## src/rtl/zx_kbd_pkg.sv

```systemverilog
// Shared types and constants for the PS/2 to ZX Spectrum keyboard matrix.
package zx_kbd_pkg;

  typedef enum logic [1:0] {
    IDLE    = 2'd0,
    BRK     = 2'd1,
    EXT     = 2'd2,
    EXT_BRK = 2'd3
  } kbd_state_t;

  localparam logic [7:0] SC_BREAK  = 8'hF0;
  localparam logic [7:0] SC_EXT    = 8'hE0;
  localparam logic [7:0] SC_BAT_OK = 8'hAA;
  localparam logic [7:0] SC_OVR_LO = 8'h00;
  localparam logic [7:0] SC_OVR_HI = 8'hFF;
  localparam logic [7:0] SC_LSHIFT = 8'h12;
  localparam logic [7:0] SC_RSHIFT = 8'h59;

  localparam int ROWS     = 8;
  localparam int COLS     = 5;
  localparam int EXT_KEYS = 5;

  typedef struct packed {
    logic       valid;
    logic [2:0] row;
    logic [2:0] col;
    logic [2:0] ext_idx;
    logic       ext_valid;
  } key_pos_t;

  function automatic key_pos_t key_at(input logic [2:0] row, input logic [2:0] col);
    key_pos_t p;
    p       = '0;
    p.valid = 1'b1;
    p.row   = row;
    p.col   = col;
    return p;
  endfunction

  function automatic key_pos_t ext_key_at(input logic [2:0] row, input logic [2:0] col,
                                          input logic [2:0] idx);
    key_pos_t p;
    p           = key_at(row, col);
    p.ext_idx   = idx;
    p.ext_valid = 1'b1;
    return p;
  endfunction

endpackage

```

## src/rtl/ps2_zx_decode.sv

```systemverilog
// Combinational lookup from {extended, scan code} to a Spectrum matrix position.
// Composite CAPS keys (arrows, Backspace) exist only when PS2_EXTENDED_KEYS_EN is defined.
module ps2_zx_decode
  import zx_kbd_pkg::*;
(
  input  logic       extended_i,
  input  logic [7:0] scan_code_i,
  output key_pos_t   pos_o
);

  always_comb begin
    pos_o = '0;
    case ({extended_i, scan_code_i})
      // row0 bit0 is CAPS and is derived, never decoded
      9'h01A: pos_o = key_at(3'd0, 3'd1);
      9'h022: pos_o = key_at(3'd0, 3'd2);
      9'h021: pos_o = key_at(3'd0, 3'd3);
      9'h02A: pos_o = key_at(3'd0, 3'd4);
      9'h01C: pos_o = key_at(3'd1, 3'd0);
      9'h01B: pos_o = key_at(3'd1, 3'd1);
      9'h023: pos_o = key_at(3'd1, 3'd2);
      9'h02B: pos_o = key_at(3'd1, 3'd3);
      9'h034: pos_o = key_at(3'd1, 3'd4);
      9'h015: pos_o = key_at(3'd2, 3'd0);
      9'h01D: pos_o = key_at(3'd2, 3'd1);
      9'h024: pos_o = key_at(3'd2, 3'd2);
      9'h02D: pos_o = key_at(3'd2, 3'd3);
      9'h02C: pos_o = key_at(3'd2, 3'd4);
      9'h016: pos_o = key_at(3'd3, 3'd0);
      9'h01E: pos_o = key_at(3'd3, 3'd1);
      9'h026: pos_o = key_at(3'd3, 3'd2);
      9'h025: pos_o = key_at(3'd3, 3'd3);
      9'h02E: pos_o = key_at(3'd3, 3'd4);
      9'h045: pos_o = key_at(3'd4, 3'd0);
      9'h046: pos_o = key_at(3'd4, 3'd1);
      9'h03E: pos_o = key_at(3'd4, 3'd2);
      9'h03D: pos_o = key_at(3'd4, 3'd3);
      9'h036: pos_o = key_at(3'd4, 3'd4);
      9'h04D: pos_o = key_at(3'd5, 3'd0);
      9'h044: pos_o = key_at(3'd5, 3'd1);
      9'h043: pos_o = key_at(3'd5, 3'd2);
      9'h03C: pos_o = key_at(3'd5, 3'd3);
      9'h035: pos_o = key_at(3'd5, 3'd4);
      9'h05A: pos_o = key_at(3'd6, 3'd0);
      9'h04B: pos_o = key_at(3'd6, 3'd1);
      9'h042: pos_o = key_at(3'd6, 3'd2);
      9'h03B: pos_o = key_at(3'd6, 3'd3);
      9'h033: pos_o = key_at(3'd6, 3'd4);
      9'h029: pos_o = key_at(3'd7, 3'd0);
      9'h014: pos_o = key_at(3'd7, 3'd1);
      9'h03A: pos_o = key_at(3'd7, 3'd2);
      9'h031: pos_o = key_at(3'd7, 3'd3);
      9'h032: pos_o = key_at(3'd7, 3'd4);
`ifdef PS2_EXTENDED_KEYS_EN
      9'h16B: pos_o = ext_key_at(3'd3, 3'd4, 3'd0);
      9'h172: pos_o = ext_key_at(3'd4, 3'd4, 3'd1);
      9'h175: pos_o = ext_key_at(3'd4, 3'd3, 3'd2);
      9'h174: pos_o = ext_key_at(3'd4, 3'd2, 3'd3);
      9'h066: pos_o = ext_key_at(3'd4, 3'd0, 3'd4);
`endif
      default: pos_o = '0;
    endcase
  end

endmodule

```

## src/rtl/ps2_key_matrix.sv

```systemverilog
// PS/2 Set-2 scan codes to ZX Spectrum 8x5 key matrix with prefix-decoding FSM.
// PS2_EXTENDED_KEYS_EN adds arrows/Backspace as composite CAPS keys.
module ps2_key_matrix
  import zx_kbd_pkg::*;
(
  input  logic       clk,
  input  logic       reset,
  input  logic [7:0] scan_code,
  input  logic       scan_code_ready,
  input  logic       scan_code_error,
  input  logic [7:0] addr_hi,
  output logic [4:0] key_row,
  output logic       pressed
);

  kbd_state_t                   state_q, state_d;
  logic [ROWS-1:0][COLS-1:0]    matrix_q, matrix_d;
  logic                         lshift_q, lshift_d;
  logic                         rshift_q, rshift_d;
  logic                         pressed_q;
  logic [EXT_KEYS-1:0]          ext_held;
  logic                         extended, make, apply;
  key_pos_t                     pos;
  logic [ROWS-1:0][COLS-1:0]    eff;
  logic [COLS-1:0]              sel_or;

  ps2_zx_decode u_decode (
    .extended_i  (extended),
    .scan_code_i (scan_code),
    .pos_o       (pos)
  );

  assign extended = (state_q == EXT) || (state_q == EXT_BRK);
  assign make     = (state_q == IDLE) || (state_q == EXT);

`ifdef PS2_EXTENDED_KEYS_EN
  logic [EXT_KEYS-1:0] ext_q, ext_d;
  assign ext_held = ext_q;
`else
  logic unused_ext;
  assign ext_held   = '0;
  assign unused_ext = ^{pos.ext_idx, pos.ext_valid};
`endif

  always_comb begin
    state_d  = state_q;
    matrix_d = matrix_q;
    lshift_d = lshift_q;
    rshift_d = rshift_q;
    apply    = 1'b0;
`ifdef PS2_EXTENDED_KEYS_EN
    ext_d    = ext_q;
`endif
    if (scan_code_error) begin
      state_d = IDLE;
    end else if (scan_code_ready) begin
      if (scan_code inside {SC_BAT_OK, SC_OVR_LO, SC_OVR_HI}) begin
        state_d  = IDLE;
        matrix_d = '0;
        lshift_d = 1'b0;
        rshift_d = 1'b0;
`ifdef PS2_EXTENDED_KEYS_EN
        ext_d    = '0;
`endif
      end else begin
        case (state_q)
          IDLE: begin
            if (scan_code == SC_BREAK)    state_d = BRK;
            else if (scan_code == SC_EXT) state_d = EXT;
            else                          apply   = 1'b1;
          end
          BRK: begin
            apply   = 1'b1;
            state_d = IDLE;
          end
          EXT: begin
            if (scan_code == SC_BREAK) begin
              state_d = EXT_BRK;
            end else begin
              apply   = 1'b1;
              state_d = IDLE;
            end
          end
          default: begin
            apply   = 1'b1;
            state_d = IDLE;
          end
        endcase
        if (apply) begin
          if (!extended && scan_code == SC_LSHIFT) lshift_d = make;
          if (!extended && scan_code == SC_RSHIFT) rshift_d = make;
          if (pos.valid) matrix_d[pos.row][pos.col] = make;
`ifdef PS2_EXTENDED_KEYS_EN
          if (pos.ext_valid) ext_d[pos.ext_idx] = make;
`endif
        end
      end
    end
  end

  always_ff @(posedge clk or posedge reset) begin
    if (reset) begin
      state_q   <= IDLE;
      matrix_q  <= '0;
      lshift_q  <= 1'b0;
      rshift_q  <= 1'b0;
      pressed_q <= 1'b0;
    end else begin
      state_q   <= state_d;
      matrix_q  <= matrix_d;
      lshift_q  <= lshift_d;
      rshift_q  <= rshift_d;
      pressed_q <= (|matrix_q) | lshift_q | rshift_q | (|ext_held);
    end
  end

`ifdef PS2_EXTENDED_KEYS_EN
  always_ff @(posedge clk or posedge reset) begin
    if (reset) ext_q <= '0;
    else       ext_q <= ext_d;
  end
`endif

  // CAPS is derived so a composite key release never drops a physically held Shift
  always_comb begin
    eff       = matrix_q;
    eff[0][0] = lshift_q | rshift_q | (|ext_held);
    sel_or    = '0;
    for (int i = 0; i < ROWS; i++) begin
      if (!addr_hi[i]) sel_or = sel_or | eff[i];
    end
    key_row = ~sel_or;
  end

  assign pressed = pressed_q;

endmodule

```

## config.mk

```make
export PLATFORM = sky130hd
export DESIGN_NAME = ps2_key_matrix
export DESIGN_NICKNAME = d
export VERILOG_FILES = /design/src/rtl/zx_kbd_pkg.sv /design/src/rtl/ps2_zx_decode.sv /design/src/rtl/ps2_key_matrix.sv
export SDC_FILE = /design/constraint.sdc
export NUM_CORES = 1
export LEC_CHECK = 0
export ABC_AREA = 1
export CORE_MARGIN = 10
export CORE_UTILIZATION = 45
export CTS_CLUSTER_DIAMETER = 30
export DETAILED_ROUTE_END_ITERATION = 6
export PLACE_DENSITY = 0.71
export SKIP_CTS_REPAIR_TIMING = 1
export SLEW_MARGIN = 20
export SYNTH_ARGS = -nofsm -noshare
export SYNTH_HDL_FRONTEND = slang
export SYNTH_SLANG_ARGS = --single-unit
```

## constraint.sdc

```tcl
create_clock -name clk -period 2.3 [get_ports clk]
set_input_delay 0.345 -clock clk [delete_from_list [all_inputs] [get_ports clk]]
set_output_delay 0.345 -clock clk [all_outputs]
set_load 0.02 [all_outputs]
```

==> results of run 1 <==
stage by stage:
| stage | total power (uW) | TNS (ns) | worst slack, ns |
|---|---|---|---|
| after floorplan | 1350 | 0 | 0.310 |
| after global routing | 2320 | 0 | 0.00845 |
| after detailed placement | 1650 | -17.88 | -0.443 |
| after CTS | 2190 | -4.64 | -0.414 |
| after global placement | 1640 | -15.43 | -0.421 |
| final | 2200 | 0 | 0.137 |
kinds of logic (layout without fill, tap and decap cells):
logic type,after synthesis,after routing,synth area share (%)
DFF,45,45,29.4
buffers and inverters,71,148,8.50
and+or+nand+nor,415,416,51.3
AOI/OAI and AO/OA,56,56,8.86
adders and majority gates,6,6,1.96
flip-flops by register name, indices dropped and copies added, names as in the netlist:
signal / count
eff: 39
rshift_q: 1
state_q: 2
pressed: 1
matrix_q: 1
lshift_q: 1
layout make-up:
type                            count  area share (%)
Clock inverter                      2           0.289
Inverter                           52            4.22
Multi-Input combinational cell    478            50.8
Clock buffer                        6            1.73
Tap cell                          105            2.76
Sequential cell                    45            23.6
Timing Repair Buffer               88            16.6
critical path: cells and delay by family:
family,cells,cell delay [ns]
compound gates,6,0.71
buf+inv,3,0.69
simple gates,1,0.07
cell usage in the layout, fill, tap and decap left out, types with 8 or more instances in the layout:
master,count
dfrtp_1,45
nand2_2,12
buf_4,59
nor2_4,8
nor2_1,25
o21ai_0,15
inv_1,36
dlymetal6s2s_1,8
o21ai_1,10
nand2_1,253
a21oi_1,13
inv_2,13
nor4_1,12
clkdlybuf4s50_1,14
or2_0,20
nand3_1,54
power breakdown:
group | leakage (uW) | total, uW | internal, uW | switching, uW
Clock | 0.0000512 | 543 | 244 | 299
Combinational | 0.00188 | 739 | 297 | 442
Sequential | 0.000614 | 920 | 854 | 65.9
layer usage:
metal / up-vias / wire [um] / track usage [%]
met2: 109 / 5460 / 28.5
met4: 0 / 333 / 7.11
met1: 1952 / 5330 / 24.2
li1: 2057 / - / -
met5: - / 0 / 0
met3: 26 / 489 / 2.45
final timing paths:
kind | startpoint | to | slack, ns | cells past startpoint
max | addr_hi[1] | key_row[1] | 0.14 | 10
min | reset | eff[12]$_DFFE_PP0P_ | 0.41 | 2
max reg2reg | state_q[1]$_DFFE_PP0P_ | eff[35]$_DFFE_PP0P_ | 0.32 | 11
min reg2reg | lshift_q$_DFFE_PP0P_ | lshift_q$_DFFE_PP0P_ | 0.50 | 2
max in group asynchronous | reset | eff[26]$_DFFE_PP0P_ | 1.28 | 3
min in group clk | lshift_q$_DFFE_PP0P_ | lshift_q$_DFFE_PP0P_ | 0.50 | 2
==> run summary, run 1 <==
CTS clk-pin slew, worst paths: 0.09 ns
Run status: completed
# diodes: 0
Die height: 112 um
Critical Path AT: 1.82 ns
Pwr dens: 462 nW/um2
Total grt overflow: 0
Final WL: 11,600 um
Critical path class: primary input to output port
Largest area contributor in the netlist: dfrtp_1
Slew Limit Fails: 0
Reg area: 1130 um2
Commonest cells post-synth: nand2_1, nand3_1, dfrtp_1, inv_1, nor2_1
Net count reported at finish: 696
Port Buf Inserts: 25
Fin. Hold Viols: 0
Sequential share of the synthesized area: 29.4%
Placement Cell Area: 4580 um2
Cell mode on critical path: a21oi_1
Max IR drop VDD: 0.000236 V
Vias: 4,144
Slowest stage delay, CP: 0.45 ns
Via density: 5.34
Final ANT Viol Nets: 0
Crit start category: primary input
Number of synthesized register bits: 45
Asr flop ratio synth: 100%
YS warnings: 0
I/O pins: 26
Finished Cell Area: 4770 um2
Clk_skew: 0.0130 ns
CP Capture Type: output port
Unrepaired setup endpoints after global routing: false
DPL Wire Length: 8850 um
Cells after Synth: 593
Root Buffer: clkbuf_8
Avg Cell Area, Syn: 6.46 um2
DRC viols: 0
Num rows: 33
Number of flops mapped to enable cells by yosys: 0
Longest Clk Path Bufs: 2
Initial DRC Count: 278
Vias in the first global route: 4,046
Top achievable clock speed: 0.462 GHz
Post-route insts no fill: 776
Final setup vio count: 0
Max cap viols: 0
CP cell instances: clkdlybuf4s50_1 > inv_1 > nand2_1 > o211ai_1 > a21oi_1 > o21ai_1 > a21oi_1 > o21ai_0 > a21oi_1 > buf_4
Static Leak: 0.00255 uW
Dominant synthesized flop cell: dfrtp_1
Worst Tran Pin Value: 0.590 ns
Wire length of the first global-routing pass: 19,500 um
Critical-path top delay cell: clkdlybuf4s50_1
TritonCTS buffer count: 5
Die area: 12,600 um2
Post-Syn Nets: 619
Core area: 8260 um2
Pin count of the biggest net entering global routing: 41
Synth area leaders: dfrtp_1, nand2_1, nand3_1
Initial antenna violation count: 0
Share of layout cells above drive strength 1: 20.4%
Post-synth top area share: 29.4%
Routed len/inst: 15.0 um
Minimum clock period: 2.16 ns
Post-Route Utilization: 57.7%
Crit share post-route: 94.1%
Initial Utilization: 46.4%
Multi-input logic area: 2420 um2
Num Clock Sinks: 45
Total GRT Usage: 18.1%
Placed cells: 764
Area grow syn2layout: 24.5%
Fin Hold WS: 0.413 ns
Post-synth cell types: 38
Synthesized area: 3830 um2
DRT Pass-1 Iters: 5
H-tree depth: 2
CTS tree: done
# fillers: 781
Count leader, synth: nand2_1
Worst slew margin: 60.6%
Routability Congestion: 0.939
Die Span X: 112 um
Crit path max fanout: 4
Worst hold path class: primary input to asynchronous set/reset pin
Skew-Pair Late Insertion Delay: 0.31 ns
Data required time of the worst path: 1.96 ns
(Power assumes the default switching activity.)
==> run 2, diff against run 1 <==
--- a/config.mk
+++ b/config.mk
@@ -5,7 +5,6 @@
 export SDC_FILE = /design/constraint.sdc
 export NUM_CORES = 1
 export LEC_CHECK = 0
-export ABC_AREA = 1
 export CORE_MARGIN = 10
 export CORE_UTILIZATION = 45
 export CTS_CLUSTER_DIAMETER = 30
==> constraint.sdc (replaced) <==
create_clock -name clk -period 2.8 [get_ports clk]
set_input_delay 0.42 -clock clk [delete_from_list [all_inputs] [get_ports clk]]
set_output_delay 0.42 -clock clk [all_outputs]
set_load 0.02 [all_outputs]
==> run 2 against run 1 <==
Clock skew decreased by 0.0043 ns. Clock power decreased by 8.3%. Wire length increased by 12%. Worst hold slack got worse by 0.026 ns. Die area decreased by 7.7%. Setup slack got worse by 0.0086 ns. Total power decreased by 18%. Synthesized area decreased by 9.3%. Clock-buffer cell count unchanged. Cell count decreased by 21%. Largest cell class unchanged. Highest routed layer unchanged.
==> run summary, run 2 <==
Run status: completed
Final WL: 13,000 um (+12%)
Max IR drop VDD: 0.000328 V (+39%)
DPL Wire Length: 9920 um (+12%)
Initial antenna violation count: 0 (unchanged)
Max cap viols: 0 (unchanged)
Post-Syn Nets: 430 (-31%)
Placement Cell Area: 4450 um2 (-2.9%)
Avg Cell Area, Syn: 8.60 um2 (+33%)
Commonest cells after routing, fill and taps aside: buf_4, dfrtp_1, nand2_1
Worst slew margin: 68.1% (+7.5 points)
Area grow syn2layout: 38.7%
H-tree depth: 2 (unchanged)
Share of layout cells above drive strength 1: 31.1% (+11 points)
Final ANT Viol Nets: 0 (unchanged)
Die Span X: 108 um (-3.9%)
Port Buf Inserts: 25 (unchanged)
Via density: 6.54 (+22%)
Crit start category: primary input
Crit share post-route: 95.4%
YS warnings: 0 (unchanged)
Num rows: 31 (-6.1%)
Unrepaired setup endpoints after global routing: false
Fin Hold WS: 0.388 ns (-0.0258 ns)
Multi-input logic area: 2300 um2 (-5.1%)
Minimum clock period: 2.67 ns
Skew-Pair Late Insertion Delay: 0.30 ns (about the same)
Asr flop ratio synth: 100% (unchanged)
Critical Path AT: 2.86 ns (+1.04 ns)
CTS clk-pin slew, worst paths: 0.09 ns (about the same)
Sequential share of the synthesized area: 32.4% (+3.0 points)
Total GRT Usage: 21.8% (+3.7 points)
Reg area: 1130 um2 (unchanged)
Initial DRC Count: 510 (+83%)
DRC viols: 0 (unchanged)
I/O pins: 26 (unchanged)
Worst Tran Pin Value: 0.474 ns (-0.115 ns)
Net count reported at finish: 537 (-23%)
DRT Pass-1 Iters: 5 (unchanged)
# diodes: 0 (unchanged)
Final setup vio count: 0 (unchanged)
Die height: 108 um (-3.9%)
Wire length of the first global-routing pass: 20,500 um (+5.3%)
Pin count of the biggest net entering global routing: 31 (-24%)
Static Leak: 0.00205 uW (-20%)
Number of flip-flops in the largest register: 39 (unchanged)
Number of flops mapped to enable cells by yosys: 0 (unchanged)
Number of synthesized register bits: 45 (unchanged)
Synthesized area: 3470 um2 (-9.3%)
Largest area contributor in the netlist: dfrtp_1
# fillers: 629 (-19%)
Die area: 11,600 um2 (-7.7%)
Root Buffer: clkbuf_8
Most common cell after layout, fill and taps aside: buf_4
Routed len/inst: 21.3 um (+42%)
Initial Utilization: 47.1% (+0.77 points)
Longest Clk Path Bufs: 2 (unchanged)
Post-synth top area share: 32.4% (+3.0 points)
Slew Limit Fails: 0 (unchanged)
Vias in the first global route: 3,826 (-5.4%)
Vias: 3,996 (-3.6%)
Overall power: 1800 uW (-18%)
Pwr dens: 373 nW/um2 (-19%)
Total grt overflow: 0 (unchanged)
Commonest cells post-synth: dfrtp_1, nand2_1, inv_1, nor4_1, o211ai_1
CP Capture Type: flop
Top achievable clock speed: 0.374 GHz
Synth area leaders: dfrtp_1, nor4_1, o211ai_1
Data required time of the worst path: 2.99 ns (+1.03 ns)
Dominant synthesized flop cell: dfrtp_1
Count leader, synth: dfrtp_1
Fin. Hold Viols: 0 (unchanged)
Clk_skew: 0.00868 ns (-0.00428 ns)
Critical path class: primary input to flop
Core area: 7370 um2 (-11%)
Finished Cell Area: 4820 um2 (+1.0%)
Num Clock Sinks: 45 (unchanged)
Routability Congestion: 0.991 (+5.6%)
CTS tree: done
TritonCTS buffer count: 5 (unchanged)
Worst hold path class: primary input to asynchronous set/reset pin
Post-synth cell types: 74 (+95%)
Cells after Synth: 404 (-32%)
Crit path max fanout: 14 (+10)
run 2: cell types whose count changed after synthesis, sizes merged, moves of 12 or more:
cell,delta
nand3,-43
o211ai,+16
or2,-17
nor4,+12
nor2,-23
o22ai,+13
inv,-23
nand2,-236
a22oi,+17
run 2: cell type report:
type / instances / share of cell area (%)
Inverter: 29 / 2.34
Timing Repair Buffer: 124 / 21.7
Clock buffer: 6 / 1.51
Multi-Input combinational cell: 306 / 47.7
Sequential cell: 45 / 23.4
Clock inverter: 2 / 0.805
Tap cell: 99 / 2.57
run 2: worst paths after layout:
| kind | to | cells past startpoint | startpoint | slack (ns) |
|---|---|---|---|---|
| setup / recovery | eff[3]$_DFFE_PP0P_ | 8 | scan_code[5] | 0.13 |
| hold / removal | rshift_q$_DFFE_PP0P_ | 2 | reset | 0.39 |
| setup reg to reg | eff[8]$_DFFE_PP0P_ | 8 | state_q[1]$_DFFE_PP0P_ | 0.29 |
| hold reg to reg | rshift_q$_DFFE_PP0P_ | 2 | rshift_q$_DFFE_PP0P_ | 0.52 |
| max in group asynchronous | eff[6]$_DFFE_PP0P_ | 3 | reset | 1.69 |
| min in group clk | rshift_q$_DFFE_PP0P_ | 2 | rshift_q$_DFFE_PP0P_ | 0.52 |
run 2: metrics by stage:
stage	setup TNS (ns)	util (%)	cells	setup slack (ns)
3_3_place_gp	-14.28	60.4	601	-0.523
5_1_grt	0	65.4	611	0.0426
4_1_cts	-2.66	61.9	609	-0.282
6_report	0	65.4	611	0.128
3_5_place_dp	-14.41	60.4	601	-0.569
2_1_floorplan	0	-	404	0.0319
run 2: critical path: stages:
cell,delay [ns]
clkdlybuf4s50_1,0.48
buf_4,0.16
buf_4,0.23
nor3_1,0.08
a211o_2,0.42
and2_2,0.25
or4_1,0.54
a32o_1,0.27
run 2: logic make-up (layout without fill, tap and decap cells):
logic type               count (synthesis)  in the layout  share of synthesized area (%)
adder cells (fa/ha/maj)                  6              6                           2.16
AO/OA/AOI/OAI                          131            131                           28.5
buffers and inverters                   53            161                           7.57
flip-flops                              45             45                           32.4
AND/OR/NAND/NOR                        162            162                           26.8
multiplexers                             7              7                           2.59
run 2: layer usage:
layer,up-vias,GRT usage [%],routed length (um)
met5,-,0,0
met4,0,3.24,129
met3,17,6.53,1560
met2,261,31.6,5500
met1,1925,31.4,5820
li1,1793,-,-
run 2: power breakdown:
part	leakage [uW]	internal, uW	switching [uW]
sequential	0.000547	699	60.4
combinational	0.00145	250	290
clock	0.0000554	268	230
total	0.00205	1220	581
==> run 3, diff against run 2 <==
--- a/config.mk
+++ b/config.mk
@@ -5,10 +5,11 @@
 export SDC_FILE = /design/constraint.sdc
 export NUM_CORES = 1
 export LEC_CHECK = 0
-export CORE_MARGIN = 10
+export CORE_MARGIN = 2
 export CORE_UTILIZATION = 45
 export CTS_CLUSTER_DIAMETER = 30
 export DETAILED_ROUTE_END_ITERATION = 6
+export GPL_ROUTABILITY_DRIVEN = 0
 export PLACE_DENSITY = 0.71
 export SKIP_CTS_REPAIR_TIMING = 1
 export SLEW_MARGIN = 20
==> run 3 against run 2 <==
Design area grew 0.39%. Worst hold slack gained 0.14 ns. Wire length shrank 6.1%. Setup slack lost 0.091 ns. Fmax shrank 3.3%. Core utilization shrank 1.8 points. Via count grew 0.30%. First-iteration DRC count shrank 13%. Clock skew shrank 0.0023 ns.
==> run summary, run 3 (synthesis gave the netlist of run 2 again) <==
Initial antenna violation count: 0 (unchanged)
Total GRT Usage: 28.3% (+6.5 points)
Top achievable clock speed: 0.362 GHz (-3.3%)
Slew Limit Fails: 0 (unchanged)
Worst r2r path cells: 9 (+1)
Clk_skew: 0.00634 ns (-0.00235 ns)
Final WL: 12,200 um (-6.1%)
Wire length of the first global-routing pass: 19,400 um (-5.3%)
P_int: 1120 uW (-7.7%)
Unrepaired setup endpoints after global routing: true
DPL Wire Length: 8990 um (-9.4%)
Num rows: 32 (+3.2%)
Max IR drop VDD: 0.000161 V (-51%)
DRT Pass-1 Iters: 6 (+1)
RR Endpoint: eff[8]$_DFFE_PP0P_
Post-Route Utilization: 63.6% (-1.8 points)
Fin. Hold Viols: 0 (unchanged)
I/O pins: 26 (unchanged)
Hold Path Sink: pressed$_DFF_PP0_
Vias in the first global route: 3,949 (+3.2%)
Total grt overflow: 0 (unchanged)
Max cap viols: 0 (unchanged)
Die height: 91.9 um (-15%)
Crit path max fanout: 11 (-3)
# diodes: 0 (unchanged)
Final ANT Viol Nets: 0 (unchanged)
TritonCTS buffer count: 5 (unchanged)
Die Span X: 91.9 um (-15%)
Static Leak: 0.00204 uW (-0.55%)
Seq pwr share: 44.7% (+2.4 points)
Commonest cells after routing, fill and taps aside: buf_4, dfrtp_1, nand2_1
Crit start category: primary input
Pwr dens: 346 nW/um2 (-7.3%)
Initial DRC Count: 446 (-13%)
Die area: 8440 um2 (-27%)
Vias: 4,008 (+0.30%)
Reg area: 1130 um2 (unchanged)
Critical Path AT: 2.96 ns (+0.10 ns)
Worst hold path cell count: 2
Skew-Pair Late Insertion Delay: 0.30 ns (about the same)
Total Neg Setup Slack: 0 ns (unchanged)
# fillers: 651 (+3.5%)
Psw: 550 uW (-5.3%)
Initial Utilization: 45.7% (-1.5 points)
Share of layout cells above drive strength 1: 31.7% (+0.60 points)
Routed len/inst: 19.8 um (-7.0%)
Worst hold path class: flop to flop
CP Capture Type: flop
Run status: completed
Crit share post-route: 98.7% (+3.2 points)
Num Clock Sinks: 45 (unchanged)
FF-to-FF Start: state_q[1]$_DFFE_PP0P_
Minimum clock period: 2.76 ns (+0.0906 ns)
Worst slew margin: 62.1% (-6.1 points)
Final setup vio count: 0 (unchanged)
H-tree depth: 2 (unchanged)
Worst Tran Pin Value: 0.569 ns (+0.0948 ns)
CTS tree: done
Number of flip-flops in the largest register: 39 (unchanged)
Data required time of the worst path: 3.00 ns (about the same)
Multi-input logic area: 2310 um2 (+0.38%)
Critical path class: primary input to flop
DRC viols: 0 (unchanged)
HP Start: eff[25]$_DFFE_PP0P_
Root Buffer: clkbuf_8
Most common cell after layout, fill and taps aside: buf_4
Core area: 7610 um2 (+3.2%)
Pin count of the biggest net entering global routing: 46 (+48%)
Via density: 6.50 (-0.68%)
R2R setup slack: 0.38 ns (+0.09 ns)
Area grow syn2layout: 39.3%
Logic pwr share: 32.5% (+2.5 points)
CTS clk-pin slew, worst paths: 0.08 ns (about the same)
Switch share: 32.9% (+0.55 points)
Clk pwr share: 22.7% (-5.0 points)
Net count reported at finish: 542 (+0.93%)
Port Buf Inserts: 25 (unchanged)
Longest Clk Path Bufs: 2 (unchanged)
==> run 3: routing by layer <==
layer	up-vias	wire [um]	GRT usage (%)
met2	243	5890	47.9
met3	61	853	3.04
met1	1901	4850	35.8
met5	-	0	0
met4	0	628	14.6
li1	1803	-	-
==> run 3: how the worst max path moves through the flow <==
stage | start | to
2_1_floorplan | scan_code[0] | eff[3]$_DFFE_PP0P_
3_3_place_gp | scan_code[0] | eff[29]$_DFFE_PP0P_
3_5_place_dp | scan_code[0] | eff[29]$_DFFE_PP0P_
4_1_cts | scan_code[0] | eff[29]$_DFFE_PP0P_
5_1_grt | scan_code[4] | eff[5]$_DFFE_PP0P_
6_report | scan_code[3] | eff[3]$_DFFE_PP0P_
==> run 3: worst max-delay path: stages <==
cell and delay, ns:
clkdlybuf4s50_1 0.47, buf_6 0.18, and3b_1 0.22, a2111o_1 0.43, o41a_1 0.17, and2_2 0.26, or4_1 0.53, a32o_1 0.27
==> run 3: power groups by stage <==
stage          logic (uW)  registers [uW]  clock network (uW)
2_1_floorplan         274             738                   0
3_3_place_gp          473             756                   0
3_5_place_dp          485             758                   0
4_1_cts               486             745                 377
5_1_grt               585             751                 411
6_report              544             749                 380
==> run 3: layout make-up <==
cell class,instances,area share [%]
repair buffers,129,22.6
multi-input cells,306,47.7
inverters,29,2.25
clock inverters,1,0.103
flip-flops and latches,45,23.3
clock buffers,5,1.42
well taps,102,2.64
==> run 3: stage by stage <==
stage | cells | instance area [um2] | worst slack (ns) | total power, uW | hold WS, ns
2_1_floorplan | 404 | 3470 | 0.0319 | 1010 | 0.459
3_3_place_gp | 608 | 4490 | -0.423 | 1230 | 0.493
3_5_place_dp | 608 | 4490 | -0.483 | 1240 | 0.503
4_1_cts | 614 | 4560 | -0.187 | 1610 | 0.527
5_1_grt | 617 | 4840 | -0.0718 | 1750 | 0.560
6_report | 617 | 4840 | 0.0375 | 1670 | 0.532
